## src/rtl/stream_ctrl_if.sv

```systemverilog
// stream_ctrl_if: FT245 RX byte handshake plus sample-FIFO write/status bus
// for stream_ctrl.
//   rx_data_si / rx_valid_si / rx_ready_si : host byte stream (valid/ready)
//   fifo_wr_data / fifo_wr_en               : FIFO write port
//   fifo_full / fifo_empty                  : FIFO status
//   read_sample                             : modulator read strobe (monitored)
// slave  = stream_ctrl side, master = wrapper/FIFO/modulator side.
interface stream_ctrl_if;
  logic [7:0] rx_data_si;
  logic       rx_valid_si;
  logic       rx_ready_si;
  logic [7:0] fifo_wr_data;
  logic       fifo_wr_en;
  logic       fifo_full;
  logic       fifo_empty;
  logic       read_sample;

  modport master (
    output rx_data_si, rx_valid_si, fifo_full, fifo_empty, read_sample,
    input  rx_ready_si, fifo_wr_data, fifo_wr_en
  );

  modport slave (
    input  rx_data_si, rx_valid_si, fifo_full, fifo_empty, read_sample,
    output rx_ready_si, fifo_wr_data, fifo_wr_en
  );
endinterface

```

## src/rtl/stream_ctrl.sv

```systemverilog
// stream_ctrl: parses the framed host byte stream (SYNC, CMD, LEN, payload),
// routes DATA payload into the sample FIFO, tracks FIFO occupancy and gates
// the modulator enable (prefill threshold, underrun, host STOP drain).
// Ports:
//   clk, rst        : clock, synchronous active-high reset
//   bus (slave)     : RX handshake, FIFO write port and status, read_sample
//   mod_enable      : modulator enable (registered)
//   underrun        : one-cycle underrun pulse (registered)
//   running         : high in RUN or DRAIN (registered)
//   frame_count     : frames accepted, 16-bit wrapping
//   underrun_count  : underruns seen, 16-bit wrapping
// Build option: define STREAM_CTRL_STATS_EN to implement the two counters;
// otherwise they read as zero.
module stream_ctrl #(
  parameter int unsigned DEPTH_WIDTH = 8,
  parameter int unsigned PREFILL     = 128,
  parameter logic [7:0]  SYNC_BYTE   = 8'hA5
) (
  input  logic              clk,
  input  logic              rst,
  stream_ctrl_if.slave      bus,
  output logic              mod_enable,
  output logic              underrun,
  output logic              running,
  output logic [15:0]       frame_count,
  output logic [15:0]       underrun_count
);

  localparam logic [7:0] CMD_DATA = 8'h01;
  localparam logic [7:0] CMD_STOP = 8'h02;
  localparam logic [DEPTH_WIDTH:0] LEVEL_MAX = {1'b1, {DEPTH_WIDTH{1'b0}}};
  localparam logic [DEPTH_WIDTH:0] PREFILL_L = PREFILL[DEPTH_WIDTH:0];

  typedef enum logic [2:0] {P_HUNT, P_CMD, P_LEN, P_DATA, P_DROP} pstate_t;
  typedef enum logic [1:0] {G_IDLE, G_PREFILL, G_RUN, G_DRAIN} gstate_t;

  pstate_t pstate, pstate_nxt;
  gstate_t gstate, gstate_nxt;
  logic [7:0]           cmd_q, cmd_nxt;
  logic [8:0]           remaining, remaining_nxt;
  logic [DEPTH_WIDTH:0] level, level_nxt;
  logic accept, frame_last, drain_req, rd_take, underrun_evt;

  // Parser: handshake, FIFO write strobe and next-state
  always_comb begin
    bus.rx_ready_si  = rst | (pstate != P_DATA) | !bus.fifo_full;
    accept           = bus.rx_valid_si & bus.rx_ready_si;
    bus.fifo_wr_en   = accept & (pstate == P_DATA) & !rst;
    bus.fifo_wr_data = bus.rx_data_si;
    frame_last       = accept & ((pstate == P_DATA) | (pstate == P_DROP))
                       & (remaining == 9'd1);
    drain_req        = frame_last & (pstate == P_DROP) & (cmd_q == CMD_STOP);
    pstate_nxt       = pstate;
    cmd_nxt          = cmd_q;
    remaining_nxt    = remaining;
    if (accept) begin
      case (pstate)
        P_HUNT: if (bus.rx_data_si == SYNC_BYTE) pstate_nxt = P_CMD;
        P_CMD: begin
          cmd_nxt    = bus.rx_data_si;
          pstate_nxt = P_LEN;
        end
        P_LEN: begin
          remaining_nxt = (bus.rx_data_si == 8'd0) ? 9'd256 : {1'b0, bus.rx_data_si};
          pstate_nxt    = (cmd_q == CMD_DATA) ? P_DATA : P_DROP;
        end
        P_DATA, P_DROP: begin
          remaining_nxt = remaining - 9'd1;
          if (remaining == 9'd1) pstate_nxt = P_HUNT;
        end
        default: pstate_nxt = P_HUNT;
      endcase
    end
  end

  // Occupancy: saturating at both ends, simultaneous write+read cancels
  always_comb begin
    rd_take   = bus.read_sample & !bus.fifo_empty;
    level_nxt = level;
    if (bus.fifo_wr_en && !rd_take && level != LEVEL_MAX)
      level_nxt = level + 1'b1;
    else if (rd_take && !bus.fifo_wr_en && level != '0)
      level_nxt = level - 1'b1;
  end

  // Gating: the enable threshold looks at next-cycle occupancy so the
  // enable rises right after the threshold write; the empty checks use the
  // registered level so the enable falls one cycle after level hits zero.
  always_comb begin
    gstate_nxt   = gstate;
    underrun_evt = 1'b0;
    case (gstate)
      G_IDLE:
        if (bus.fifo_wr_en) gstate_nxt = (level_nxt >= PREFILL_L) ? G_RUN : G_PREFILL;
      G_PREFILL:
        if (drain_req)                    gstate_nxt = (level != '0) ? G_DRAIN : G_IDLE;
        else if (level_nxt >= PREFILL_L)  gstate_nxt = G_RUN;
      G_RUN:
        if (drain_req) gstate_nxt = G_DRAIN;
        else if (level == '0 && !bus.fifo_wr_en) begin
          underrun_evt = 1'b1;
          gstate_nxt   = G_PREFILL;
        end
      G_DRAIN:
        if (level == '0) gstate_nxt = G_IDLE;
      default: gstate_nxt = G_IDLE;
    endcase
  end

  always_ff @(posedge clk) begin
    if (rst) begin
      pstate     <= P_HUNT;
      gstate     <= G_IDLE;
      cmd_q      <= '0;
      remaining  <= '0;
      level      <= '0;
      mod_enable <= 1'b0;
      running    <= 1'b0;
      underrun   <= 1'b0;
    end else begin
      pstate     <= pstate_nxt;
      gstate     <= gstate_nxt;
      cmd_q      <= cmd_nxt;
      remaining  <= remaining_nxt;
      level      <= level_nxt;
      mod_enable <= (gstate_nxt == G_RUN) || (gstate_nxt == G_DRAIN);
      running    <= (gstate_nxt == G_RUN) || (gstate_nxt == G_DRAIN);
      underrun   <= underrun_evt;
    end
  end

`ifdef STREAM_CTRL_STATS_EN
  logic [15:0] frame_cnt_q, underrun_cnt_q;

  always_ff @(posedge clk) begin
    if (rst) begin
      frame_cnt_q    <= '0;
      underrun_cnt_q <= '0;
    end else begin
      if (frame_last)   frame_cnt_q    <= frame_cnt_q + 16'd1;
      if (underrun_evt) underrun_cnt_q <= underrun_cnt_q + 16'd1;
    end
  end

  assign frame_count    = frame_cnt_q;
  assign underrun_count = underrun_cnt_q;
`else
  assign frame_count    = '0;
  assign underrun_count = '0;
`endif

endmodule

```

## src/flat_wrapper.sv

```systemverilog
// flat-port wrapper written by rule: the top's interface ports become plain ports
module stream_ctrl_flat 
#(
  parameter int unsigned DEPTH_WIDTH = 8,
  parameter int unsigned PREFILL     = 128,
  parameter logic [7:0]  SYNC_BYTE   = 8'hA5
)
  (clk, rst, mod_enable, underrun, running, frame_count, underrun_count, bus_rx_data_si, bus_rx_valid_si, bus_fifo_full, bus_fifo_empty, bus_read_sample, bus_rx_ready_si, bus_fifo_wr_data, bus_fifo_wr_en);
  stream_ctrl_if bus_i ();
  input  logic clk;
  input  logic rst;
  output logic mod_enable;
  output logic underrun;
  output logic running;
  output logic [15:0] frame_count;
  output logic [15:0] underrun_count;
  input wire logic [$bits(bus_i.rx_data_si)-1:0] bus_rx_data_si;
  input wire logic [$bits(bus_i.rx_valid_si)-1:0] bus_rx_valid_si;
  input wire logic [$bits(bus_i.fifo_full)-1:0] bus_fifo_full;
  input wire logic [$bits(bus_i.fifo_empty)-1:0] bus_fifo_empty;
  input wire logic [$bits(bus_i.read_sample)-1:0] bus_read_sample;
  output wire logic [$bits(bus_i.rx_ready_si)-1:0] bus_rx_ready_si;
  output wire logic [$bits(bus_i.fifo_wr_data)-1:0] bus_fifo_wr_data;
  output wire logic [$bits(bus_i.fifo_wr_en)-1:0] bus_fifo_wr_en;
  assign bus_i.rx_data_si = bus_rx_data_si;
  assign bus_i.rx_valid_si = bus_rx_valid_si;
  assign bus_i.fifo_full = bus_fifo_full;
  assign bus_i.fifo_empty = bus_fifo_empty;
  assign bus_i.read_sample = bus_read_sample;
  assign bus_rx_ready_si = bus_i.rx_ready_si;
  assign bus_fifo_wr_data = bus_i.fifo_wr_data;
  assign bus_fifo_wr_en = bus_i.fifo_wr_en;
  stream_ctrl #(.DEPTH_WIDTH(DEPTH_WIDTH), .PREFILL(PREFILL), .SYNC_BYTE(SYNC_BYTE)) u_core (.clk(clk), .rst(rst), .bus(bus_i), .mod_enable(mod_enable), .underrun(underrun), .running(running), .frame_count(frame_count), .underrun_count(underrun_count));
endmodule
```

## config.mk

```make
export PLATFORM = sky130hd
export DESIGN_NAME = stream_ctrl_flat
export DESIGN_NICKNAME = d
export VERILOG_FILES = /design/src/rtl/stream_ctrl_if.sv /design/src/rtl/stream_ctrl.sv /design/src/flat_wrapper.sv
export SDC_FILE = /design/constraint.sdc
export NUM_CORES = 1
export LEC_CHECK = 0
export CAP_MARGIN = 20
export CORE_ASPECT_RATIO = 0.9
export CORE_MARGIN = 4
export CORE_UTILIZATION = 45
export DETAILED_ROUTE_END_ITERATION = 12
export PLACE_DENSITY_LB_ADDON = 0.15
export SLEW_MARGIN = 30
export SYNTH_ARGS = -nofsm -noshare
export SYNTH_HDL_FRONTEND = slang
export SYNTH_SLANG_ARGS = --single-unit
```

## constraint.sdc

```tcl
create_clock -name clk -period 3.4 [get_ports clk]
set_clock_uncertainty 0.2 [all_clocks]
set_input_delay 0.51 -clock clk [delete_from_list [all_inputs] [get_ports clk]]
set_output_delay 0.51 -clock clk [all_outputs]
set_load 0.05 [all_outputs]
```

==> impl_metrics.ini <==
[synth]
synth_edf_count = 0
synthTopCellsByArea = dfxtp_1 (29%), buf_4 (14%), nor2_1 (5.2%)
syn_inst = 282
synth.most_common_cell = buf_4
syn_area_um2 = 2240
synth-warning-count = 0
synth-xor-area-share_pct = 3.41
synth_ff_type = dfxtp_1
yosysSeqAreaShare_pct = 29.5
synthMuxAreaShare_pct = 4.53
synth_top_family_by_area = simple AND/OR/NAND/NOR gates
synth.largest_area_cell = dfxtp_1
synthSimpleGateAreaFrac_pct = 24.5
synth_top_area_share_pct = 29.5
ys_seq_elements = 33
synth_adder_area_share_pct = 2.79
netlist_top_cells_count = buf_4 (41), dfxtp_1 (33), nor2_1 (31)
synth-compound-area-share_pct = 17.1
async_reset_ff_share_pct = 0
syn_area_per_cell_um2 = 7.94
synth.distinct_cells = 59

[power]
power_leakage_nw = 0.909
pwr-share-clk_pct = 28.1
p_comb_share_pct = 37.5
seq_power_share_pct = 34.4
switching_share_pct = 36.5
p_sw_mw = 0.508
cellPowerDensity_nw_per_um2 = 558
p_int_mw = 0.883
ir_worst_vdd_uv = 268

[timing]
rsz0062_at_grt = false
whs_ns = 0.289
slew-limit-headroom_pct = 44.5
hold_viol_final = 0
fin_crit_sh_pct = 82.6
fmaxAchievable_mhz = 356
setup_viol = 0
setup_tns_ns = 0
slew_violations = 0
min_period_ns = 2.81
worst_slew_pin_slew_ns = 0.833

[placement]
io_buffers = 26
dpl.hpwl_um = 3440
place_area_um2 = 2370
dpl.cell_count = 352
gp_congestion = 0.803

[outcome]
status = finished, final reports clean

[finish]
seq_area_um2 = 661
finalInstanceArea_um2 = 2490
drive_above_1_share_pct = 7.46
antenna_cells = 0
multi_input_area_um2 = 1290
final_nets = 313
synthToLayoutAreaGrowth_pct = 11.2
nFillCells = 501
fin_cells = 360
final_util_pct = 51.5

[floorplan]
core-area_um2 = 4830
io_pins = 59
start_util_pct = 46.3
die_h_um = 74.9
die_area_um2 = 6170
die_x_um = 82.4
rows = 24

[worst_setup_path]
crit_arrival_ns = 2.79
end_kind = flop
worstSetupPathType = flop to flop
cp_max_fo = 5
reg2reg_depth = 9
cp_data_required_time_ns = 3.39
crit_path_start_kind = flop
reg2reg_setup_slack_ns = 0.59
reg2reg_to = u_core.gstate[1]
rr_startpoint = u_core.level[0]

[clocking]
clock-sinks = 33
cts_setup_buffers = 0
cts_tree = yes
clkTransAtPathRegs_ns = 0.08
cts_repair_resize_count = 0
htree_levels = 2
holdBufCountCts = 0
cts_buffer_depth = 2
cts_root_buf = clkbuf_8
clk_latency_ns = 0.29
cts_buffers = 5

[worst_hold_path]
holdPathStages = 2
worst_hold_path.endpoint = u_core.remaining[1]
hold_class = flop to flop
hold_start = u_core.remaining[1]

[flow_run]
max-cap-violations = 0

[drt]
routedWlPerCell_um = 12.9
dr.pass1.iters = 4
via_count = 1851
routed_via_density = 5.14
drt-initial-drc-count = 68
drc = 0
antenna_left = 0
totalWireLength_um = 4630

[global_routing]
grt-ovfl-total = 0
grt_pass1_wl_um = 7570
grt_pass1_vias = 1597
grtUsageTotal_pct = 16.2
antenna_found_initial = 0
grt_max_degree = 33
==> sequential cells by signal, summed over array words and instances (netlist names) <==
register,cells
u_core.remaining,9
u_core.pstate,3
u_core.cmd_q,8
u_core.underrun,1
u_core.mod_enable,1
u_core.gstate,2
u_core.level,9
==> per-stage QoR <==
step / power, mW / worst slack (ns)
floorplan: 0.954 / 0.776
global placement: 1.01 / 0.420
detailed placement: 1.01 / 0.403
CTS: 1.40 / 0.588
global route: 1.48 / 0.454
finish: 1.39 / 0.592
==> how the worst max path moves through the flow <==
stage | from | to | slack [ns] | cells past startpoint
CTS | u_core.level[0] | u_core.gstate[1] | 0.59 | 9
floorplan | u_core.level[0] | u_core.gstate[1] | 0.78 | 9
finish | u_core.level[0] | u_core.gstate[1] | 0.59 | 9
detailed placement | rst | u_core.gstate[1] | 0.40 | 9
global placement | rst | u_core.mod_enable | 0.42 | 9
global route | u_core.level[0] | u_core.mod_enable | 0.45 | 9
==> critical path: stages (launching register included) <==
cell and delay (ns):
dfxtp_1 0.36, inv_1 0.12, ha_1 0.14, or4b_1 0.45, or3_4 0.43, nand3_2 0.11
a2bb2o_4 0.23, xnor2_2 0.20, a311oi_1 0.15, o31a_1 0.31
==> cell families after synthesis <==
group                    Yosys count
buffers and inverters             66
multiplexers                      10
adder cells (fa/ha/maj)            5
flip-flops                        33
AO/OA/AOI/OAI                     57
AND/OR/NAND/NOR                  103
other                              1
XOR/XNOR                           7
==> power by group through the flow <==
| stage | registers, mW | clock network [mW] | logic [mW] |
|---|---|---|---|
| after global routing | 0.487 | 0.416 | 0.577 |
| after global placement | 0.485 | 0 | 0.520 |
| after floorplan | 0.468 | 0 | 0.486 |
| after CTS | 0.478 | 0.400 | 0.524 |
| final | 0.479 | 0.391 | 0.521 |
| after detailed placement | 0.486 | 0 | 0.520 |
==> layout make-up <==
| type | count | area share (%) |
|---|---|---|
| repair buffers | 28 | 11.9 |
| multi-input cells | 214 | 51.9 |
| inverters | 12 | 1.81 |
| clock buffers | 7 | 3.47 |
| flip-flops and latches | 33 | 26.5 |
| well taps | 65 | 3.26 |
| clock inverters | 1 | 1.21 |
==> metal layers <==
| metal | vias to the layer above | global-route usage [%] | wire length [um] |
|---|---|---|---|
| met5 | - | 0 | 0 |
| met1 | 843 | 22.4 | 2200 |
| li1 | 943 | - | - |
| met4 | 0 | 7.20 | 85 |
| met3 | 8 | 4.90 | 342 |
| met2 | 57 | 23.0 | 2000 |
==> placed cells by master, fill, tap and decap left out, drive strengths merged, types with 3 or more instances in the layout <==
cell,count
a21oi,21
a2bb2oi,3
buf,4
clkbuf,7
clkdlybuf4s50,24
conb,32
dfxtp,33
ha,5
inv,12
mux2i,9
nand2,16
nand3,7
nand4,5
nor2,31
nor2b,4
nor3,13
nor4,3
o21ai,10
or3,5
or4,3
xnor2,5
(Power assumes the default switching activity.)
